[config.mk]
export PLATFORM = sky130hd
export DESIGN_NAME = carpark_sensor_gen_flat
export DESIGN_NICKNAME = d
export VERILOG_FILES = /design/src/rtl/carpark_pkg.sv /design/src/rtl/carpark_sensor_gen_if.sv /design/src/rtl/carpark_phase_timer.sv /design/src/rtl/carpark_sensor_gen.sv /design/src/flat_wrapper.sv
export SDC_FILE = /design/constraint.sdc
export NUM_CORES = 1
export LEC_CHECK = 0
export BUFFER_PORTS_ARGS = -buffer_cell sky130_fd_sc_hd__buf_2
export CORE_ASPECT_RATIO = 0.75
export CORE_MARGIN = 2
export CORE_UTILIZATION = 35
export CTS_CLUSTER_SIZE = 14
export DETAILED_ROUTE_END_ITERATION = 10
export MAX_ROUTING_LAYER = met4
export PLACE_DENSITY = 0.55
export RECOVER_POWER = 100
export SLEW_MARGIN = 30
export SYNTH_ARGS = -nofsm -noshare
export SYNTH_HDL_FRONTEND = slang
export SYNTH_SLANG_ARGS = --single-unit
[constraint.sdc]
create_clock -name clk -period 2.3 [get_ports clk]
set_input_delay 0.23 -clock clk [delete_from_list [all_inputs] [get_ports clk]]
set_output_delay 0.23 -clock clk [all_outputs]
set_load 0.05 [all_outputs]
[src/rtl/carpark_pkg.sv]
// Shared definitions for the car-park gate: generator state encodings,
// command direction codes and the {a,b} sensor patterns the detector decodes.
package carpark_pkg;

  typedef enum logic [2:0] {
    ST_IDLE = 3'd0,
    ST_PH1  = 3'd1,
    ST_PH2  = 3'd2,
    ST_PH3  = 3'd3,
    ST_GAP  = 3'd4
  } gen_state_t;

  localparam logic DIR_ENTER = 1'b0;
  localparam logic DIR_EXIT  = 1'b1;

  localparam logic [1:0] AB_NONE = 2'b00;
  localparam logic [1:0] AB_A    = 2'b10;
  localparam logic [1:0] AB_BOTH = 2'b11;
  localparam logic [1:0] AB_B    = 2'b01;

  // Sensor pattern shown while in a given state for a given direction.
  // An entering car covers the outer sensor first, an exiting car the inner one.
  function automatic logic [1:0] ab_pattern(gen_state_t st, logic dir);
    logic [1:0] ab;
    ab = AB_NONE;
    case (st)
      ST_PH1:  ab = (dir == DIR_EXIT) ? AB_B : AB_A;
      ST_PH2:  ab = AB_BOTH;
      ST_PH3:  ab = (dir == DIR_EXIT) ? AB_A : AB_B;
      default: ab = AB_NONE;
    endcase
    return ab;
  endfunction

endpackage

[src/rtl/carpark_sensor_gen_if.sv]
// Command/completion bundle between a controller and the sensor generator.
interface carpark_sensor_gen_if;
  logic cmd_valid;
  logic cmd_dir;
  logic cmd_abort;
  logic cmd_ready;
  logic done;
  logic aborted;

  modport master (
    output cmd_valid, cmd_dir, cmd_abort,
    input  cmd_ready, done, aborted
  );

  modport slave (
    input  cmd_valid, cmd_dir, cmd_abort,
    output cmd_ready, done, aborted
  );
endinterface

[src/rtl/carpark_phase_timer.sv]
// Loadable down-counter timing the dwell of each generator state.
// expired is high while the count sits at zero; it then holds at zero.
module carpark_phase_timer #(
  parameter int CNT_W = 8
) (
  input  logic             clk,
  input  logic             reset,
  input  logic             load,
  input  logic [CNT_W-1:0] load_val,
  output logic             expired
);

  logic [CNT_W-1:0] count_q;

  // Load on state entry, otherwise count down towards zero and stop there.
  always_ff @(posedge clk or posedge reset) begin
    if (reset) begin
      count_q <= '0;
    end else if (load) begin
      count_q <= load_val;
    end else if (count_q != '0) begin
      count_q <= count_q - 1'b1;
    end
  end

  assign expired = (count_q == '0);

endmodule

[src/rtl/carpark_sensor_gen.sv]
// Turns an enter/exit command into the two-sensor a/b waveform the gate
// detector expects, each phase held for PHASE_CYCLES, followed by a quiet
// gap of GAP_CYCLES and a one-cycle done pulse.
module carpark_sensor_gen
  import carpark_pkg::*;
#(
  parameter int PHASE_CYCLES = 4,
  parameter int GAP_CYCLES   = 2,
  parameter int CNT_W        = 8
) (
  input  logic                  clk,
  input  logic                  reset,
  carpark_sensor_gen_if.slave   cmd,
  output logic                  a,
  output logic                  b,
  output logic                  busy
);

  localparam logic [CNT_W-1:0] PHASE_LOAD = CNT_W'(PHASE_CYCLES - 1);
  localparam logic [CNT_W-1:0] GAP_LOAD   = CNT_W'(GAP_CYCLES - 1);

  gen_state_t       state_q, state_d;
  logic             dir_q, dir_d;
  logic             abort_q, abort_d;
  logic             done_d, aborted_d;
  logic [1:0]       ab_d;
  logic             accept;
  logic             timer_load;
  logic [CNT_W-1:0] timer_val;
  logic             timer_expired;

  carpark_phase_timer #(.CNT_W(CNT_W)) u_timer (
    .clk      (clk),
    .reset    (reset),
    .load     (timer_load),
    .load_val (timer_val),
    .expired  (timer_expired)
  );

  assign cmd.cmd_ready = (state_q == ST_IDLE);
  assign busy          = (state_q != ST_IDLE);
  assign accept        = cmd.cmd_valid && (state_q == ST_IDLE);

  // Next state, latched direction/abort flag, completion strobes and the
  // sensor pattern for the coming cycle; the timer reloads on every state change.
  always_comb begin
    state_d   = state_q;
    dir_d     = dir_q;
    abort_d   = abort_q;
    done_d    = 1'b0;
    aborted_d = 1'b0;
    case (state_q)
      ST_IDLE: begin
        if (accept) begin
          state_d = ST_PH1;
          dir_d   = cmd.cmd_dir;
          abort_d = 1'b0;
        end
      end
      ST_PH1, ST_PH2, ST_PH3: begin
        if (cmd.cmd_abort) begin
          state_d = ST_GAP;
          abort_d = 1'b1;
        end else if (timer_expired) begin
          case (state_q)
            ST_PH1:  state_d = ST_PH2;
            ST_PH2:  state_d = ST_PH3;
            default: state_d = ST_GAP;
          endcase
        end
      end
      ST_GAP: begin
        if (timer_expired) begin
          state_d   = ST_IDLE;
          done_d    = 1'b1;
          aborted_d = abort_q;
        end
      end
      default: begin
        state_d = ST_IDLE;
      end
    endcase

    ab_d       = ab_pattern(state_d, dir_d);
    timer_load = (state_d != state_q);
    if (state_d == ST_GAP) begin
      timer_val = GAP_LOAD;
    end else if (state_d == ST_IDLE) begin
      timer_val = '0;
    end else begin
      timer_val = PHASE_LOAD;
    end
  end

  // Register state and outputs so a/b change cleanly once per phase boundary.
  always_ff @(posedge clk or posedge reset) begin
    if (reset) begin
      state_q     <= ST_IDLE;
      dir_q       <= DIR_ENTER;
      abort_q     <= 1'b0;
      a           <= 1'b0;
      b           <= 1'b0;
      cmd.done    <= 1'b0;
      cmd.aborted <= 1'b0;
    end else begin
      state_q     <= state_d;
      dir_q       <= dir_d;
      abort_q     <= abort_d;
      a           <= ab_d[1];
      b           <= ab_d[0];
      cmd.done    <= done_d;
      cmd.aborted <= aborted_d;
    end
  end

endmodule

[src/flat_wrapper.sv]
// flat-port wrapper written by rule: the top's interface ports become plain ports
module carpark_sensor_gen_flat import carpark_pkg::*;
#(
  parameter int PHASE_CYCLES = 4,
  parameter int GAP_CYCLES   = 2,
  parameter int CNT_W        = 8
)
  (clk, reset, a, b, busy, cmd_cmd_valid, cmd_cmd_dir, cmd_cmd_abort, cmd_cmd_ready, cmd_done, cmd_aborted);
  carpark_sensor_gen_if cmd_i ();
  input  logic clk;
  input  logic reset;
  output logic a;
  output logic b;
  output logic busy;
  input wire logic [$bits(cmd_i.cmd_valid)-1:0] cmd_cmd_valid;
  input wire logic [$bits(cmd_i.cmd_dir)-1:0] cmd_cmd_dir;
  input wire logic [$bits(cmd_i.cmd_abort)-1:0] cmd_cmd_abort;
  output wire logic [$bits(cmd_i.cmd_ready)-1:0] cmd_cmd_ready;
  output wire logic [$bits(cmd_i.done)-1:0] cmd_done;
  output wire logic [$bits(cmd_i.aborted)-1:0] cmd_aborted;
  assign cmd_i.cmd_valid = cmd_cmd_valid;
  assign cmd_i.cmd_dir = cmd_cmd_dir;
  assign cmd_i.cmd_abort = cmd_cmd_abort;
  assign cmd_cmd_ready = cmd_i.cmd_ready;
  assign cmd_done = cmd_i.done;
  assign cmd_aborted = cmd_i.aborted;
  carpark_sensor_gen #(.PHASE_CYCLES(PHASE_CYCLES), .GAP_CYCLES(GAP_CYCLES), .CNT_W(CNT_W)) u_core (.clk(clk), .reset(reset), .cmd(cmd_i), .a(a), .b(b), .busy(busy));
endmodule
=== Word level (Yosys, flattened, before mapping) ===
Index checks and enable logic that the tools add are counted.

* Bits in registers: 17
* Output and inout port bits: 6

* $add $sub $neg: 1
* Equality and inequality tests: 11
* Muxes and demuxes: 22
* Reductions and logical operators: 10

{| class="wikitable"
|+ Operator list
! operator !! count
|-
| $mux 8 || 3
|-
| $eq 3x2->1 const B || 4
|-
| $mux 3 || 4
|-
| $pmux 3 s3 || 1
|-
| $logic_not 8->1 || 1
|-
| $mux 1 || 8
|-
| $reduce_bool 8->1 || 1
|-
| $sub 8x1->8 const B || 1
|-
| $eq 3x1->1 const B || 2
|-
| $eq 3x3->1 const B || 2
|-
| $logic_not 3->1 || 2
|-
| $mux 2 || 3
|-
| $pmux 2 s3 || 1
|-
| $pmux 3 s2 || 1
|-
| $reduce_bool 2->1 || 2
|-
| $ne 3x3->1 || 1
|-
| $reduce_and 3->1 || 1
|-
| $reduce_bool 3->1 || 1
|-
| $reduce_or 3->1 || 1
|-
| $ne 2x1->1 const B || 1
|-
| $ne 2x2->1 const B || 1
|-
| $pmux 1 s2 || 1
|-
| $logic_and 1x1->1 || 1
|}

=== Logic depth before layout (Yosys ltp) ===
* Word-level depth: 9
* Gate-level depth with buffers: 7
* Depth with buffers taken out: 6

=== Modules after synthesis ===
A second synthesis with hierarchy kept.

* Cells, all modules: 103
* Area, all modules: 989.7 um^2

{| class="wikitable"
|+ By module, submodules not included
! module !! times used !! cells an instance !! area an instance (um^2)
|-
| carpark_phase_timer || 1 || 56 || 496.7
|-
| carpark_sensor_gen || 1 || 47 || 493.0
|}

=== Worst setup path after synthesis ===
No wires, ideal clock.

* Kind: flip-flop to output port
* Start: register u_core.state_q[1]
* End: output port busy
* Arrival: 2.381 ns
* Data required time: 2.070 ns
* Path slack: -0.311 ns
* Stages on the path, launching flop included: 4
* Path buffers: 1
* Cell sequence: dfrtp_1 -> clkbuf_1 -> nor3_1 -> inv_1

* Cells in the longest elaborated chain, start to end: 1

{| class="wikitable"
|+ RTL lines
! what !! line !! text
|-
| start: declaration || carpark_sensor_gen.sv:22 || <nowiki>gen_state_t state_q, state_d;</nowiki>
|-
| start signal: assignment || carpark_sensor_gen.sv:106 || <nowiki>state_q <= state_d;</nowiki>
|-
| $reduce_bool 3->1 || carpark_sensor_gen.sv:41 || <nowiki>assign busy = (state_q != ST_IDLE);</nowiki>
|-
| end: declaration || flat_wrapper.sv:14 || <nowiki>output logic busy;</nowiki>
|}

Every way passes these cells.

=== Worst setup path in the final report ===
* Start: register u_core.u_timer.count_q[0]
* End: register u_core.b

* Cells in the longest elaborated chain, start to end: 6
* Elaborated cells between the ends (all ways): 9
* Those cells by class: eq/ne (3); mux (5); reduce/logical (1)

{| class="wikitable"
|+ RTL lines
! what !! line !! text
|-
| start: declaration || carpark_phase_timer.sv:13 || <nowiki>logic [CNT_W-1:0] count_q;</nowiki>
|-
| start signal: assignment || carpark_phase_timer.sv:20 || <nowiki>count_q <= load_val;</nowiki>
|-
| start signal: assignment || carpark_phase_timer.sv:22 || <nowiki>count_q <= count_q - 1'b1;</nowiki>
|-
| $logic_not 8->1 (*) || carpark_phase_timer.sv:26 || <nowiki>assign expired = (count_q == '0);</nowiki>
|-
| $mux 3 || carpark_sensor_gen.sv:64 || <nowiki>end else if (timer_expired) begin</nowiki>
|-
| $mux 3 || carpark_sensor_gen.sv:61 || <nowiki>if (cmd.cmd_abort) begin</nowiki>
|-
| $pmux 3 s3 (*) || carpark_sensor_gen.sv:52 || <nowiki>case (state_q)</nowiki>
|-
| net u_core.state_d[1] || carpark_sensor_gen.sv:22 ||
|-
| $eq 3x2->1 / $eq 3x1->1 (equally long branches) || carpark_pkg.sv:26 || <nowiki>case (st)</nowiki>
|-
| $pmux 2 s3 (*) || carpark_pkg.sv:26 ||
|-
| net u_core.ab_d[0] || carpark_sensor_gen.sv:26 || <nowiki>logic [1:0] ab_d;</nowiki>
|-
| end signal: assignment || carpark_sensor_gen.sv:110 || <nowiki>b <= ab_d[0];</nowiki>
|-
| end: declaration || carpark_sensor_gen.sv:15 || <nowiki>output logic b,</nowiki>
|}

The timed path passes the listed nets; every way through them passes the cells marked *.
A chain may end at the register's enable or synchronous reset.

==> results.sh <==
export IMPL_yosysWarningCount=0
export IMPL_viasPerCell=5.23
export IMPL_mostFrequentLayoutCells="17 x dfrtp_1, 8 x o21ai_0, 8 x nand2_1, 8 x clkbuf_1"
export IMPL_maximum_number_of_pins_on_one_net_before_global_route_repair=18
export IMPL_post_synth_fa_ha_maj_area_fraction_pct=1.34
export IMPL_synth_yosys_seq_area_share_pct=45.6
export IMPL_htreeDepth=1
export IMPL_hold_class="in -> async"
export IMPL_gp_congestion=0.832
export IMPL_start_util_pct=36.4
export IMPL_synth_compound_area_share_pct=16.6
export IMPL_drt_first_iter_violations=35
export IMPL_worst_endpoint_arrival_ns=2.37
export IMPL_number_of_non_filler_instances_in_the_completed_layout=151
export IMPL_synthXorXnorAreaFrac_pct=6.57
export IMPL_design_core_area_sq_um=2560
export IMPL_grt_pass1_vias=775
export IMPL_post_synth_num_cell_types=34
export IMPL_synthesis_nets=109
export IMPL_clk_insertion_delay_late_ns=0.29
export IMPL_fmaxAchievable_ghz=0.466
export IMPL_final_tns_setup_ns=0
export IMPL_timing_critical_path_to_type="flop"
export IMPL_synthSimpleGateAreaFrac_pct=22.9
export IMPL_crit_path_start_kind="flop"
export IMPL_outcome="finished clean"
export IMPL_post_synth_inst_count=103
export IMPL_combinational_family_with_the_most_area_after_synthesis="simple AND/OR/NAND/NOR gates"
export IMPL_numPlacedInstances=147
export IMPL_path_class="reg -> reg"
export IMPL_synth_area_mux_share_pct=2.14
export IMPL_leakagePower_uw=0.000463
export IMPL_finalWorstSetupSlack_ns=0.152
export IMPL_fill_cells=288
export IMPL_setup_violations_final=0
export IMPL_tightestPinTransition_ns=0.639
export IMPL_ctsRootBufferMaster="clkbuf_4"
export IMPL_critical_path_required_ns=2.52
export IMPL_num_antenna_cells=0
export IMPL_synth_seq_cells=17
export IMPL_maxSlewHeadroom_pct=56.3
export IMPL_finalClockSkew_ns=0.00312
export IMPL_die_height_um=48.7
export IMPL_global_route_overflow_total=0
export IMPL_post_route_min_period_ns=2.15
export IMPL_report_power_total_uw=1530
export IMPL_maxCapViolations=0
export IMPL_final_hold_viol_count=0
export IMPL_final_common_cell="dfrtp_1"
export IMPL_clock_transition_at_the_registers_of_the_reported_paths_ns=0.10
export IMPL_critical_path_peak_fanout=7
export IMPL_wirelength_um=2030
export IMPL_drc=0
export IMPL_numPortBuffers=10
export IMPL_number_of_rows_created_at_floorplan=16
export IMPL_layout_worst_path_cycle_share_pct=93.4
export IMPL_total_die_area_sq_um=3100
export IMPL_gr_usage_all_layers_pct=15.5
export IMPL_numClockSinks=17
export IMPL_reg2regPathDepth=6
export IMPL_io_pins=11
export IMPL_drt_first_pass_iters=4
export IMPL_post_synth_cell_area_avg_sq_um=9.06
export IMPL_clock_tree_buffer_depth=2
export IMPL_finalNetCount=122
export IMPL_flow_area_growth_from_synthesis_pct=12.2
export IMPL_place_ws_ns=0.203
export IMPL_cts_repair_timing_setup_buffer_count=0
export IMPL_tritoncts="built"
export IMPL_powerDensity_nw_per_um2=1460
export IMPL_cts_buffers_inserted=3
export IMPL_rsz0062_at_grt="no"
export IMPL_dp_hpwl_um=1450
export IMPL_detailroute_via_count=790
export IMPL_final_layout_size_suffix_gt1_share_pct=10.4
export IMPL_avgRoutedWirePerCell_um=13.4
export IMPL_ir_drop_mv=0.549
export IMPL_route_antenna_remaining_nets=0
export IMPL_post_synth_instance_area_sq_um=933
export IMPL_grt_pass1_wl_um=3650
export IMPL_timing_final_max_slew_violations=0
export IMPL_antenna_found_initial=0
export IMPL_dieWidth_um=63.6
registers in the layout, summed over array words and instances, names as in the netlist:
register	count
u_core.a	1
u_core.abort_q	1
u_core.b	1
u_core.cmd.aborted	1
u_core.cmd.done	1
u_core.dir_q	1
u_core.state_q	3
u_core.u_timer.count_q	8
through the flow:
stage	hold slack, ns	instance area [sq um]	util, %
final	0.0177	1050	40.9
after global routing	0.0760	1050	40.9
after CTS	0.0435	1060	41.5
after detailed placement	0.363	1040	40.5
after global placement	0.354	1040	40.5
after floorplan	0.156	938	-
logic make-up (layout without fill, tap and decap cells):
kind of cell,after synthesis,after routing
muxes,2,2
adders and majority gates,1,1
DFF,17,17
buffers and inverters,12,24
xor gates and xnor gates,7,7
and+or+nand+nor,39,39
AOI/OAI and AO/OA,25,25
critical path, cell delays in order (launching register included):
cell and delay, ns:
dfrtp_1 0.42, inv_1 0.10, ha_1 0.23, or3b_1 0.49, or4_1 0.46, a21oi_2 0.23
xor2_1 0.15
where the power goes:
part           leakage (uW)  internal (uW)  total, uW  switching [uW]
logic              0.000226            285        848             563
clock network     0.0000150           67.5        159            91.8
registers          0.000222            403        525             122
total              0.000463            755       1530             776
worst paths after layout:
check | startpoint | endpoint | slack, ns
min in group clk | cmd_cmd_dir | u_core.dir_q$_DFF_PP0_ | 0.21
worst min register to register | u_core.abort_q$_DFFE_PP0P_ | u_core.cmd.aborted$_DFF_PP0_ | 0.53
max in group asynchronous | reset | u_core.state_q[0]$_DFF_PP0_ | 1.86
worst min-delay path | reset | u_core.u_timer.count_q[2]$_DFFE_PP0P_ | 0.02
worst max-delay path | u_core.u_timer.count_q[0]$_DFFE_PP0P_ | u_core.b$_DFF_PP0_ | 0.15
worst max register to register | u_core.u_timer.count_q[0]$_DFFE_PP0P_ | u_core.b$_DFF_PP0_ | 0.15
routing by layer:
metal	vias up	track usage [%]	wire, um
met2	13	21.6	779
li1	400	-	-
met5	-	-	0
met3	2	5.81	96
met1	375	22.6	1140
met4	0	1.09	9
cell type report:
cell class / instances / area (sq um) / area share (%)
clock buffer: 4 / 26.3 / 2.51
inverter: 7 / 26.3 / 2.51
multi-input combinational: 74 / 465 / 44.4
sequential: 17 / 425 / 40.6
tap: 36 / 45.0 / 4.30
timing repair buffer: 13 / 58.8 / 5.62
synth_stat cells:
library cell | n | share of area (%)
o311ai_1 | 1 | 0.94
dfrtp_1 | 17 | 46
or3_1 | 1 | 0.67
a21oi_2 | 1 | 0.94
and2_1 | 1 | 0.67
o22ai_1 | 1 | 0.67
nor4b_1 | 1 | 0.94
nand3_1 | 5 | 2.7
inv_1 | 7 | 2.8
nand4b_1 | 1 | 0.94
or2_1 | 1 | 0.67
xor2_1 | 5 | 4.7
a21boi_0 | 1 | 0.80
or4_4 | 1 | 1.2
mux2i_1 | 2 | 2.1
nor3_1 | 2 | 1.1
or3b_1 | 1 | 0.94
nand4_1 | 4 | 2.7
a2bb2oi_1 | 1 | 0.94
nand2_1 | 8 | 3.2
nor3b_1 | 1 | 0.80
xnor2_1 | 2 | 1.9
a2111oi_0 | 1 | 0.94
ha_1 | 1 | 1.3
o211ai_1 | 1 | 0.80
or4_1 | 2 | 1.6
o221ai_1 | 1 | 0.94
and3_1 | 1 | 0.67
clkbuf_1 | 5 | 2.0
nor2_1 | 7 | 2.8
o31ai_1 | 2 | 1.6
a21oi_1 | 7 | 3.8
nor4_1 | 2 | 1.3
o21ai_0 | 8 | 4.3
timing repair:
action,4_1_cts,5_1_grt
hold buffers,0,0
endpoints found under the setup margin,0,1
hold endpoints to repair,0,0
gates resized for setup,0,1
No activity file was read; power rests on OpenSTA's default activity.
